==> config.mk <==
export PLATFORM = sky130hd
export DESIGN_NAME = imem_boot_loader
export DESIGN_NICKNAME = d
export VERILOG_FILES = /design/src/rtl/imem_boot_loader.sv
export SDC_FILE = /design/constraint.sdc
export NUM_CORES = 1
export LEC_CHECK = 0
export CAP_MARGIN = 20
export CORE_MARGIN = 1.5
export CORE_UTILIZATION = 35
export DETAILED_ROUTE_END_ITERATION = 12
export SYNTH_ARGS = -nofsm -noshare
export SYNTH_HDL_FRONTEND = slang
export SYNTH_SLANG_ARGS = --single-unit
export TNS_END_PERCENT = 100
==> constraint.sdc <==
create_clock -name clk -period 5.2 [get_ports clk]
set_clock_uncertainty 0.15 [all_clocks]
set_input_delay 0.52 -clock clk [delete_from_list [all_inputs] [get_ports clk]]
set_output_delay 0.52 -clock clk [all_outputs]
set_load 0.03 [all_outputs]
==> src/rtl/imem_boot_loader.sv <==
// imem_boot_loader
//   Loads a program image into the instruction memory from a byte stream and
//   keeps the CPU in reset until the whole image has arrived and its checksum
//   matches. It drives the imem write port, which the CPU never writes itself.
//
//   Stream: LEN_HI, LEN_LO (big-endian 16-bit word count N), 4*N data bytes
//   (big-endian within each word), then one checksum byte equal to the XOR of
//   all data bytes.
//
// Ports
//   clk, rst_n         rising-edge clock, asynchronous active-low reset
//   start              1-cycle pulse that begins a (re)load; ignored while busy
//   in_valid, in_data  byte source
//   in_ready           a byte transfers on a rising edge when in_valid && in_ready
//   imem_we            one-cycle write strobe per assembled word
//   imem_addr          word address of the write
//   imem_wdata         assembled word
//   cpu_rst_n          CPU reset, released only after a good load
//   busy, done, err    status levels
//
// Handshake: in_valid/in_ready follow strict valid/ready rules. A byte moves
// only on a rising edge with both high; the source must hold in_data stable
// while in_valid is high and not accepted. in_ready does not depend on in_valid.
module imem_boot_loader #(
  parameter int ADDR_W = 8
) (
  input  logic              clk,
  input  logic              rst_n,
  input  logic              start,
  input  logic              in_valid,
  input  logic [7:0]        in_data,
  output logic              in_ready,
  output logic              imem_we,
  output logic [ADDR_W-1:0] imem_addr,
  output logic [31:0]       imem_wdata,
  output logic              cpu_rst_n,
  output logic              busy,
  output logic              done,
  output logic              err
);

  typedef enum logic [2:0] {
    S_IDLE   = 3'd0,
    S_LEN_HI = 3'd1,
    S_LEN_LO = 3'd2,
    S_DATA   = 3'd3,
    S_CHK    = 3'd4,
    S_DONE   = 3'd5,
    S_ERROR  = 3'd6
  } state_t;

  // Capacity in words; 17 bits so the compare against a 16-bit length
  // can express "one more than the largest length".
  localparam logic [16:0] MAX_WORDS = 17'(2 ** ADDR_W);

  state_t      state, state_nx;
  logic [7:0]  len_hi;
  logic [15:0] len;
  logic [15:0] word_cnt;
  logic [1:0]  byte_cnt;
  logic [7:0]  chk;
  logic [23:0] shift;

  logic        accept;
  logic [15:0] len_in;
  logic        last_word;

  assign accept    = in_valid && in_ready;
  assign len_in    = {len_hi, in_data};
  assign last_word = (byte_cnt == 2'd3) && (word_cnt == len - 16'd1);

  // State register
  always_ff @(posedge clk or negedge rst_n) begin
    if (!rst_n) state <= S_IDLE;
    else        state <= state_nx;
  end

  // Next state and status outputs (status decodes the registered state)
  always_comb begin
    state_nx  = state;
    in_ready  = 1'b0;
    busy      = 1'b0;
    done      = 1'b0;
    err       = 1'b0;
    cpu_rst_n = 1'b0;
    case (state)
      S_IDLE: begin
        if (start) state_nx = S_LEN_HI;
      end
      S_LEN_HI: begin
        in_ready = 1'b1;
        busy     = 1'b1;
        if (accept) state_nx = S_LEN_LO;
      end
      S_LEN_LO: begin
        in_ready = 1'b1;
        busy     = 1'b1;
        if (accept) begin
          if ({1'b0, len_in} > MAX_WORDS) state_nx = S_ERROR;
          else if (len_in == 16'd0)       state_nx = S_CHK;
          else                            state_nx = S_DATA;
        end
      end
      S_DATA: begin
        in_ready = 1'b1;
        busy     = 1'b1;
        // The write of the final word happens during the first CHK cycle.
        if (accept && last_word) state_nx = S_CHK;
      end
      S_CHK: begin
        in_ready = 1'b1;
        busy     = 1'b1;
        if (accept) state_nx = (in_data == chk) ? S_DONE : S_ERROR;
      end
      S_DONE: begin
        done      = 1'b1;
        cpu_rst_n = 1'b1;
        if (start) state_nx = S_LEN_HI;
      end
      S_ERROR: begin
        err = 1'b1;
        if (start) state_nx = S_LEN_HI;
      end
      default: state_nx = S_IDLE;
    endcase
  end

  // Datapath: length capture, word assembly, checksum, imem write port
  always_ff @(posedge clk or negedge rst_n) begin
    if (!rst_n) begin
      len_hi     <= '0;
      len        <= '0;
      word_cnt   <= '0;
      byte_cnt   <= '0;
      chk        <= '0;
      shift      <= '0;
      imem_we    <= 1'b0;
      imem_addr  <= '0;
      imem_wdata <= '0;
    end else begin
      imem_we <= 1'b0;
      // Address advances after every write; after a full-capacity image it
      // wraps to 0 but no further write follows.
      if (imem_we) imem_addr <= imem_addr + 1'b1;

      case (state)
        S_IDLE, S_DONE, S_ERROR: begin
          if (start) begin
            len_hi    <= '0;
            len       <= '0;
            word_cnt  <= '0;
            byte_cnt  <= '0;
            chk       <= '0;
            shift     <= '0;
            imem_addr <= '0;
          end
        end
        S_LEN_HI: if (accept) len_hi <= in_data;
        S_LEN_LO: if (accept) len <= len_in;
        S_DATA: begin
          if (accept) begin
            chk      <= chk ^ in_data;
            byte_cnt <= byte_cnt + 2'd1;
            shift    <= {shift[15:0], in_data};
            if (byte_cnt == 2'd3) begin
              imem_we    <= 1'b1;
              imem_wdata <= {shift, in_data};
              word_cnt   <= word_cnt + 16'd1;
            end
          end
        end
        default: ;
      endcase
    end
  end

endmodule
== Yosys cells after proc, flatten, opt, wreduce, memory -nomap -nowiden ==
Cells that the tools add are included.
Cells by class
  add/subtract/negate cells: 4
  $lt $le $gt $ge: 1
  eq/ne operators: 16
  muxes and demuxes: 35
  bitwise gates (word level): 1
  reduce and logical (&&, ||, !) cells: 16
Operators with widths (count)
  16-bit two-way mux: 4
  16-bit one-hot mux with 2 select lines: 2
  24-bit two-way mux: 2
  8-bit two-way mux: 6
  24-bit one-hot mux with 2 select lines: 1
  8-bit one-hot mux with 2 select lines: 2
  3-bit two-way mux: 7
  16-bit by 1-bit adder with 16-bit output (second input constant): 1
  16-bit == test: 1
  16-bit by 9-bit greater-than comparator with 1-bit output (second input constant): 1
  16-bit zero test: 1
  16-bit by 1-bit subtractor with 16-bit output (second input constant): 1
  3-bit one-hot mux with 5 select lines: 1
  2-bit inequality test (second input constant): 6
  3-bit AND reduction: 4
  3-bit == test (second input constant): 3
  8-bit by 1-bit adder with 8-bit output (second input constant): 1
  8-bit == test: 1
  8-bit bitwise XOR: 1
  3-bit by 2-bit == test with 1-bit output (second input constant): 2
  1-bit two-way mux: 6
  2-bit two-way mux: 3
  2-bit nonzero test: 3
  5-bit AND reduction: 1
  other kinds (10): 12
Storage, ports and cells
  register bits: 118
  input bits: 12
  output and inout port bits: 46
  logic and storage cells: 83

== Logic depth before layout (Yosys ltp) ==
Gate-level depths: netlist of the first run.
  depth after elaboration: 7
  mapped depth: 9

== Least setup slack after synthesis of the first run ==
Ideal clock, no wire load.
  path kind: register to register
  start: reg state[2]
  end: reg chk[0]
  setup time: 0.129 ns
  arrival: 2.336 ns
  required time: 4.921 ns
  setup slack: 2.585 ns
  cell stages (with the launch flop): 9
  buffers on the path: 2
  clock period less this slack: 2.615 ns
  path through: dfrtp_1 -> buf_2 -> inv_1 -> nor3b_1 -> o21a_1 -> clkbuf_1 -> nor2_1 -> o21ai_0 -> o21ai_0
Between the ends
  cells in the longest elaborated chain, start to end: 6
RTL lines
  start, declared: line 56  | state_t state, state_nx;
  start signal, assigned: line 75  | else state <= state_nx;
  3-bit == test (tied with other cells): line 86  | case (state)
  4-bit OR reduction (no line)
  1-bit two-way mux: line 86
  1-bit logical AND: line 68  | assign accept = in_valid && in_ready;
  2-bit inequality test (no line)
  3-bit AND reduction (no line)
  end signal, assigned: line 162  | chk <= chk ^ in_data;
  end, declared: line 61  | logic [7:0] chk;
Parallel ways exist; a longest one is shown, timed or not.
A chain may end at the register's enable or synchronous reset.

== Final worst setup path of the first run ==
  start: reg state[2]
  end: out err
Between the ends
  cells in the longest elaborated chain, start to end: 2
RTL lines
  3-bit == test: line 86
  1-bit two-way mux: line 86
  end, declared: line 39  | output logic err
No other way between the ends.

==> results of run 1 <==
==> cells in the mapped netlist (all sizes together) (3+ instances only) <==
cell    instances
a221oi          3
a21o            3
dfrtp         118
a21oi           3
xor2           17
mux2i           4
nand4           8
nor2b           6
nor3b           7
nand3           4
or4             4
nor2           46
buf            10
nor3            7
inv             8
o21ai          80
nand2         219
ha              4
xnor2          30
nor4            7
or3             4
and3            5
clkbuf         32
==> cells by family (layout without fill, tap and decap cells) <==
kind of cell             after synthesis  after routing  synth area share (%)
AND/OR/NAND/NOR                      333            333                  25.1
flip-flops                           118            118                  50.7
AO/OA/AOI/OAI                        112            112                  11.6
buffers and inverters                 50            103                  3.55
XOR/XNOR                              48             48                  7.46
adder cells (fa/ha/maj)                4              4                 0.860
multiplexers                           4              4                 0.688
==> per-stage QoR <==
step | setup WS (ns) | total power [mW] | hold slack (ns)
final | 2.13 | 4.53 | 0.109
after global routing | 1.93 | 4.83 | 0.190
after CTS | 2.10 | 4.54 | 0.147
after detailed placement | 2.27 | 3.25 | 0.312
after global placement | 2.36 | 3.21 | 0.313
after floorplan | 2.58 | 2.72 | 0.0744
==> critical path: stages, from the launching register on <==
cell	delay, ns
sky130_fd_sc_hd__dfrtp_1	0.56
sky130_fd_sc_hd__inv_1	0.22
sky130_fd_sc_hd__nor3b_1	0.46
sky130_fd_sc_hd__clkdlybuf4s50_1	0.76
==> final cells by class <==
type	instances	area [um^2]	area share, %
clock buffers	18	429	5.97
repair buffers	64	638	8.88
well taps	216	270	3.76
clock inverters	13	205	2.86
flip-flops and latches	118	2950	41.1
inverters	8	30.0	0.418
multi-input cells	501	2660	37.0
==> state kept, by name, indices dropped and copies added (netlist names) <==
name        flops
state           3
imem_addr       8
len_hi          8
byte_cnt        2
shift          24
imem_wdata     32
word_cnt       16
len            16
chk             8
imem_we         1
==> power by group <==
part	internal [mW]	leakage (nW)	switching [mW]
clock network	0.846	0.302	0.420
logic	0.721	1.30	1.01
registers	1.21	1.59	0.322
==> worst paths after layout <==
path	startpoint	to	slack [ns]	cells past startpoint
worst max-delay path	state[2]	err	2.13	3
worst max register to register	len[8]	state[0]	2.42	6
worst min-delay path	rst_n	imem_addr[3]	0.11	1
min in group clk	imem_wdata[24]	imem_wdata[24]	0.32	2
worst min register to register	imem_wdata[24]	imem_wdata[24]	0.32	2
max in group asynchronous	rst_n	chk[1]	3.69	2
==> metal layers <==
layer,wire (um),share of wire [%]
met4,192,1.3
met5,0,0
met2,6810,48
met1,6670,47
met3,645,4.5
==> flow_summary_export.csv, run 1 <==
group,metric,value,unit
final_layout,layout-drive-gt1-share,6.37,%
cts,insertion_delay,0.41,ns
placed_design,placement.cell_area,0.00652,mm^2
route,ant_nets,0,
die,core_region_area,0.0161,mm^2
grt,use_met1,22.4,%
route,vias_per_cell,5.05,
synthesis,synth_flop_cell,"sky130_fd_sc_hd__dfrtp_1",
final_layout,mostFrequentLayoutCells,"sky130_fd_sc_hd__nand2_1 (219), sky130_fd_sc_hd__dfrtp_1 (118), sky130_fd_sc_hd__o21ai_0 (79)",
synthesis,synth.top_cell.area_share,50.7,%
synthesis,synthesized_flop_and_latch_total,118,
placed_design,detailed_place_hpwl,9850,um
sta,totalNegativeSetupSlack,0,ns
die,floorplan.initialDensity,36.2,%
final_layout,num-fill-cells,1511,
cts,cts-htree-levels,4,
setup_path,path_max_fanout,10,
synthesis,yosysWarningCount,0,
route,detailedRoute.firstPassIterationCount,5,
placed_design,port_buffers,57,
sta,final_number_of_hold_violating_endpoints,0,
grt,grtUsageMet2,27.0,%
grt,top_usage_layer,"met2",
cts,cts_setup_buffers,0,
final_layout,stdcell_area,0.00719,mm^2
die,chipWidth,132,um
final_layout,diodes,0,
synthesis,synthesis.area,0.00582,mm^2
sta,timing_limited_maximum_frequency,325,MHz
cts,tritoncts,"yes",
job,maxCapViolCount,0,
setup_path,crit_path_start_kind,"flip-flop",
hold_path,hold_class,"primary input to asynchronous set/reset pin",
setup_path,crit_path_end_kind,"primary output",
synthesis,post_synth.cell_area_avg,8.70,um^2
cts,cts_hold_buffers,0,
final_layout,finalCoreUtilization,44.7,%
grt,grt_pass1_vias,4706,
synthesis,yosysSeqAreaShare,50.7,%
die,die_h,132,um
synthesis,async_s_r_ff_share_synth,100,%
placed_design,place_congestion,0.896,
sta,final.min_clock_period,3.07,ns
cts,sinks_on_clock_net,118,
final_layout,final-instance-count-excl-fill,938,
route,drc,0,
synthesis,synth_area_leaders,"sky130_fd_sc_hd__dfrtp_1 (51%), sky130_fd_sc_hd__nand2_1 (14%), sky130_fd_sc_hd__o21ai_0 (6.8%)",
sta,setup_repair_after_global_routing_missed_its_margin,"no",
route,route.vias.total,4740,
power_and_ir_drop,vdd.ir_drop.worst,0.000309,V
final_layout,area_growth_synth_to_finish,23.5,%
power_and_ir_drop,leakage,3.20,nW
die,placementRows,46,
outcome,run_status,"finished clean",
route,drt_wl_total,14300,um
cts,clock_root_buffer,"sky130_fd_sc_hd__clkbuf_16",
sta,slew_headroom,36.2,%
final_layout,mostFrequentLayoutCell,"sky130_fd_sc_hd__nand2_1",
die,die_area,0.0174,mm^2
synthesis,synthCells,669,
grt,grt_antenna_before_repair,0,
sta,timing.final.crit_share,59.1,%
placed_design,dp.cells,906,
final_layout,nNetsFinal,726,
cts,cts_made_buffers,17,
grt,gr-usage-all-layers,17.0,%
cts,cts_repair_resize_count,0,
die,ios,58,
sta,worstMarginPinSlew,0.957,ns
setup_path,cp_data_required_time,4.53,ns
route,post_drt_wl_per_cell,15.3,um
synthesis,synth_enable_flop_cells,0,
setup_path,timing.setup.critical_path_class,"flip-flop to primary output",
synthesis,ys_types,60,
cts,clk_path_buf_depth,2,
grt,grt_start_max_net_pins,78,
grt,grt_first_pass_wirelength,23800,um
sta,setup_violations,0,
synthesis,dominant_cell_type_by_area_after_synthesis,"sky130_fd_sc_hd__dfrtp_1",
grt,grt.met3_usage,4.54,%
route,drt_iter0_markers,319,
setup_path,cp_data_arrival_time,2.40,ns
synthesis,mappedNetlistNets,685,
power_and_ir_drop,cellPowerDensity,630,mW/mm^2
sta,timing_max_transition_violations_final,0,
grt,remaining_global_route_overflow,0,
cts,clkSlewWorstSetupHoldPaths,0.06,ns
Power figures use the tool's default switching activity.
==> run 2: changes to the inputs <==
==> constraint.sdc (replaced) <==
create_clock -name clk -period 2.5 [get_ports clk]
set_clock_uncertainty 0.15 [all_clocks]
set_input_delay 0.25 -clock clk [delete_from_list [all_inputs] [get_ports clk]]
set_output_delay 0.25 -clock clk [all_outputs]
set_load 0.03 [all_outputs]
==> run 2 against run 1 <==
Utilization grew 1.5 points. Register-to-register slack lost 2.3 ns. Die area is the same. Via count grew 1.8%. Flip-flop and latch count is the same. Worst hold slack lost 0.036 ns. Cell count grew 3.6%. Setup slack lost 2.0 ns. Critical path depth grew 3. First-iteration DRC count shrank 17%. Sequential share of layout area shrank 1.3 points. Non-clock buffer count grew 33.
==> flow_summary_export.csv, run 2 (synthesis results as in run 1) <==
group,metric,value,unit
setup_path,cp_data_arrival_time,2.54,ns
cts,cts_made_buffers,17,
final_layout,nNetsFinal,759,
placed_design,place_congestion,0.926,
sta,final_number_of_hold_violating_endpoints,0,
grt,grt_start_max_net_pins,107,
sta,worstMarginPinSlew,0.597,ns
grt,grt_first_pass_wirelength,24900,um
final_layout,largest_register_ff_count,32,
placed_design,dp.cells,939,
route,route.vias.total,4824,
final_layout,area_growth_synth_to_finish,27.6,%
route,drc,0,
setup_path,crit_path_start_kind,"flip-flop",
die,chipWidth,132,um
final_layout,diodes,0,
outcome,run_status,"finished clean",
final_layout,largest-register,"imem_wdata",
final_layout,num-fill-cells,1489,
cts,tritoncts,"yes",
route,drt_iter0_markers,265,
die,core_region_area,0.0161,mm^2
grt,grt_pass1_vias,4871,
sta,final.min_clock_period,2.41,ns
final_layout,layout-drive-gt1-share,11.5,%
cts,cts-htree-levels,4,
cts,clock_root_buffer,"sky130_fd_sc_hd__clkbuf_16",
cts,insertion_delay,0.41,ns
setup_path,path_max_fanout,8,
final_layout,final-instance-count-excl-fill,972,
final_layout,reg_top3,"imem_wdata x32, shift x24",
die,die_h,132,um
die,floorplan.initialDensity,36.2,%
sta,setup_violations,0,
route,vias_per_cell,4.96,
sta,timing_max_transition_violations_final,0,
die,ios,58,
sta,totalNegativeSetupSlack,0,ns
sta,slew_headroom,60.2,%
setup_path,cp_data_required_time,2.63,ns
cts,clk_path_buf_depth,2,
route,post_drt_wl_per_cell,14.8,um
power_and_ir_drop,cellPowerDensity,1290,mW/mm^2
placed_design,port_buffers,57,
setup_path,timing.setup.critical_path_class,"flip-flop to flip-flop",
die,die_area,0.0174,mm^2
cts,clkSlewWorstSetupHoldPaths,0.06,ns
sta,setup_repair_after_global_routing_missed_its_margin,"no",
job,maxCapViolCount,0,
placed_design,detailed_place_hpwl,10200,um
route,ant_nets,0,
power_and_ir_drop,vdd.ir_drop.worst,0.000751,V
route,drt_wl_total,14400,um
sta,hold_slack,0.0727,ns
grt,remaining_global_route_overflow,0,
grt,grt_antenna_before_repair,0,
cts,sinks_on_clock_net,118,
route,detailedRoute.firstPassIterationCount,5,
sta,timing.final.crit_share,96.5,%
final_layout,mostFrequentLayoutCell,"sky130_fd_sc_hd__nand2_1",
die,placementRows,46,
cts,cts_setup_buffers,0,
power_and_ir_drop,leakage,3.37,nW
sta,timing_limited_maximum_frequency,415,MHz
grt,gr-usage-all-layers,17.7,%
hold_path,hold_class,"primary input to asynchronous set/reset pin",
final_layout,mostFrequentLayoutCells,"sky130_fd_sc_hd__nand2_1 (219), sky130_fd_sc_hd__dfrtp_1 (117), sky130_fd_sc_hd__o21ai_0 (79)",
setup_path,crit_path_end_kind,"flip-flop",
## run 2: final cells by class
class                      instances  area [um^2]  area share (%)
timing repair buffer              97          881            11.9
inverter                           8         30.0           0.404
sequential                       118         2950            39.8
multi-input combinational        501         2690            36.2
tap                              216          270            3.64
clock buffer                      18          439            5.92
clock inverter                    14          163            2.19
## run 2: worst max-delay path, stage by stage (launching register included)
cell and delay (ns):
sky130_fd_sc_hd__dfrtp_2 0.45, sky130_fd_sc_hd__or3_4 0.41, sky130_fd_sc_hd__or3_1 0.35, sky130_fd_sc_hd__a21o_1 0.21, sky130_fd_sc_hd__a2111oi_4 0.33, sky130_fd_sc_hd__o2111a_2 0.28
sky130_fd_sc_hd__o21ai_0 0.09
## run 2: path summary, 6_finish.rpt
path | startpoint | end | slack, ns | cells after the start
max | len[3] | state[1] | 0.09 | 6
min | rst_n | imem_addr[5] | 0.07 | 2
max reg2reg | len[3] | state[1] | 0.09 | 6
min reg2reg | imem_wdata[28] | imem_wdata[28] | 0.32 | 2
max in group asynchronous | rst_n | len[3] | 1.28 | 3
min in group clk | imem_wdata[28] | imem_wdata[28] | 0.32 | 2
## run 2: timing repair
item | CTS | global route
pin swaps | 0 | 1
hold buffers | 1 | 0
hold endpoints to repair | 118 | 0
setup endpoints to repair | 6 | 4
resized for setup | 5 | 6
## run 2: where the power goes
part           total, mW  switching, mW  internal [mW]
combinational       4.07           2.31           1.76
clock               2.47          0.948           1.52
sequential          3.04          0.516           2.52
total               9.57           3.78           5.80
## run 2: routing by layer
| metal | share of wire, % | GRT usage [%] |
|---|---|---|
| met4 | 0.79 | 4.38 |
| met1 | 48 | 24.0 |
| met2 | 47 | 27.9 |
| met3 | 3.3 | 4.96 |
| met5 | 0 | 0 |
## run 2: stage by stage
stage                     power (mW)  setup WS, ns  util [%]  cell area, um^2
after floorplan                 5.66         0.115         -             5820
after global placement          7.02        0.0515      42.3             6790
after detailed placement        7.08       -0.0479      42.3             6790
after CTS                       9.59        0.0174      46.1             7400
after global routing            10.2        0.0113      46.2             7420
final                           9.57        0.0876      46.2             7420
==> run 3: changes to the inputs <==
--- a/config.mk
+++ b/config.mk
@@ -5,9 +5,11 @@
 export SDC_FILE = /design/constraint.sdc
 export NUM_CORES = 1
 export LEC_CHECK = 0
+export ABC_CLOCK_PERIOD_IN_PS = 2500
 export CAP_MARGIN = 20
 export CORE_MARGIN = 1.5
 export CORE_UTILIZATION = 35
+export CTS_BUF_LIST = sky130_fd_sc_hd__clkbuf_4 sky130_fd_sc_hd__clkbuf_8 sky130_fd_sc_hd__clkbuf_16
 export DETAILED_ROUTE_END_ITERATION = 12
 export SYNTH_ARGS = -nofsm -noshare
 export SYNTH_HDL_FRONTEND = slang
==> results of run 3 <==
No change in the layout: final DEF, timing and power equal those of run 2.
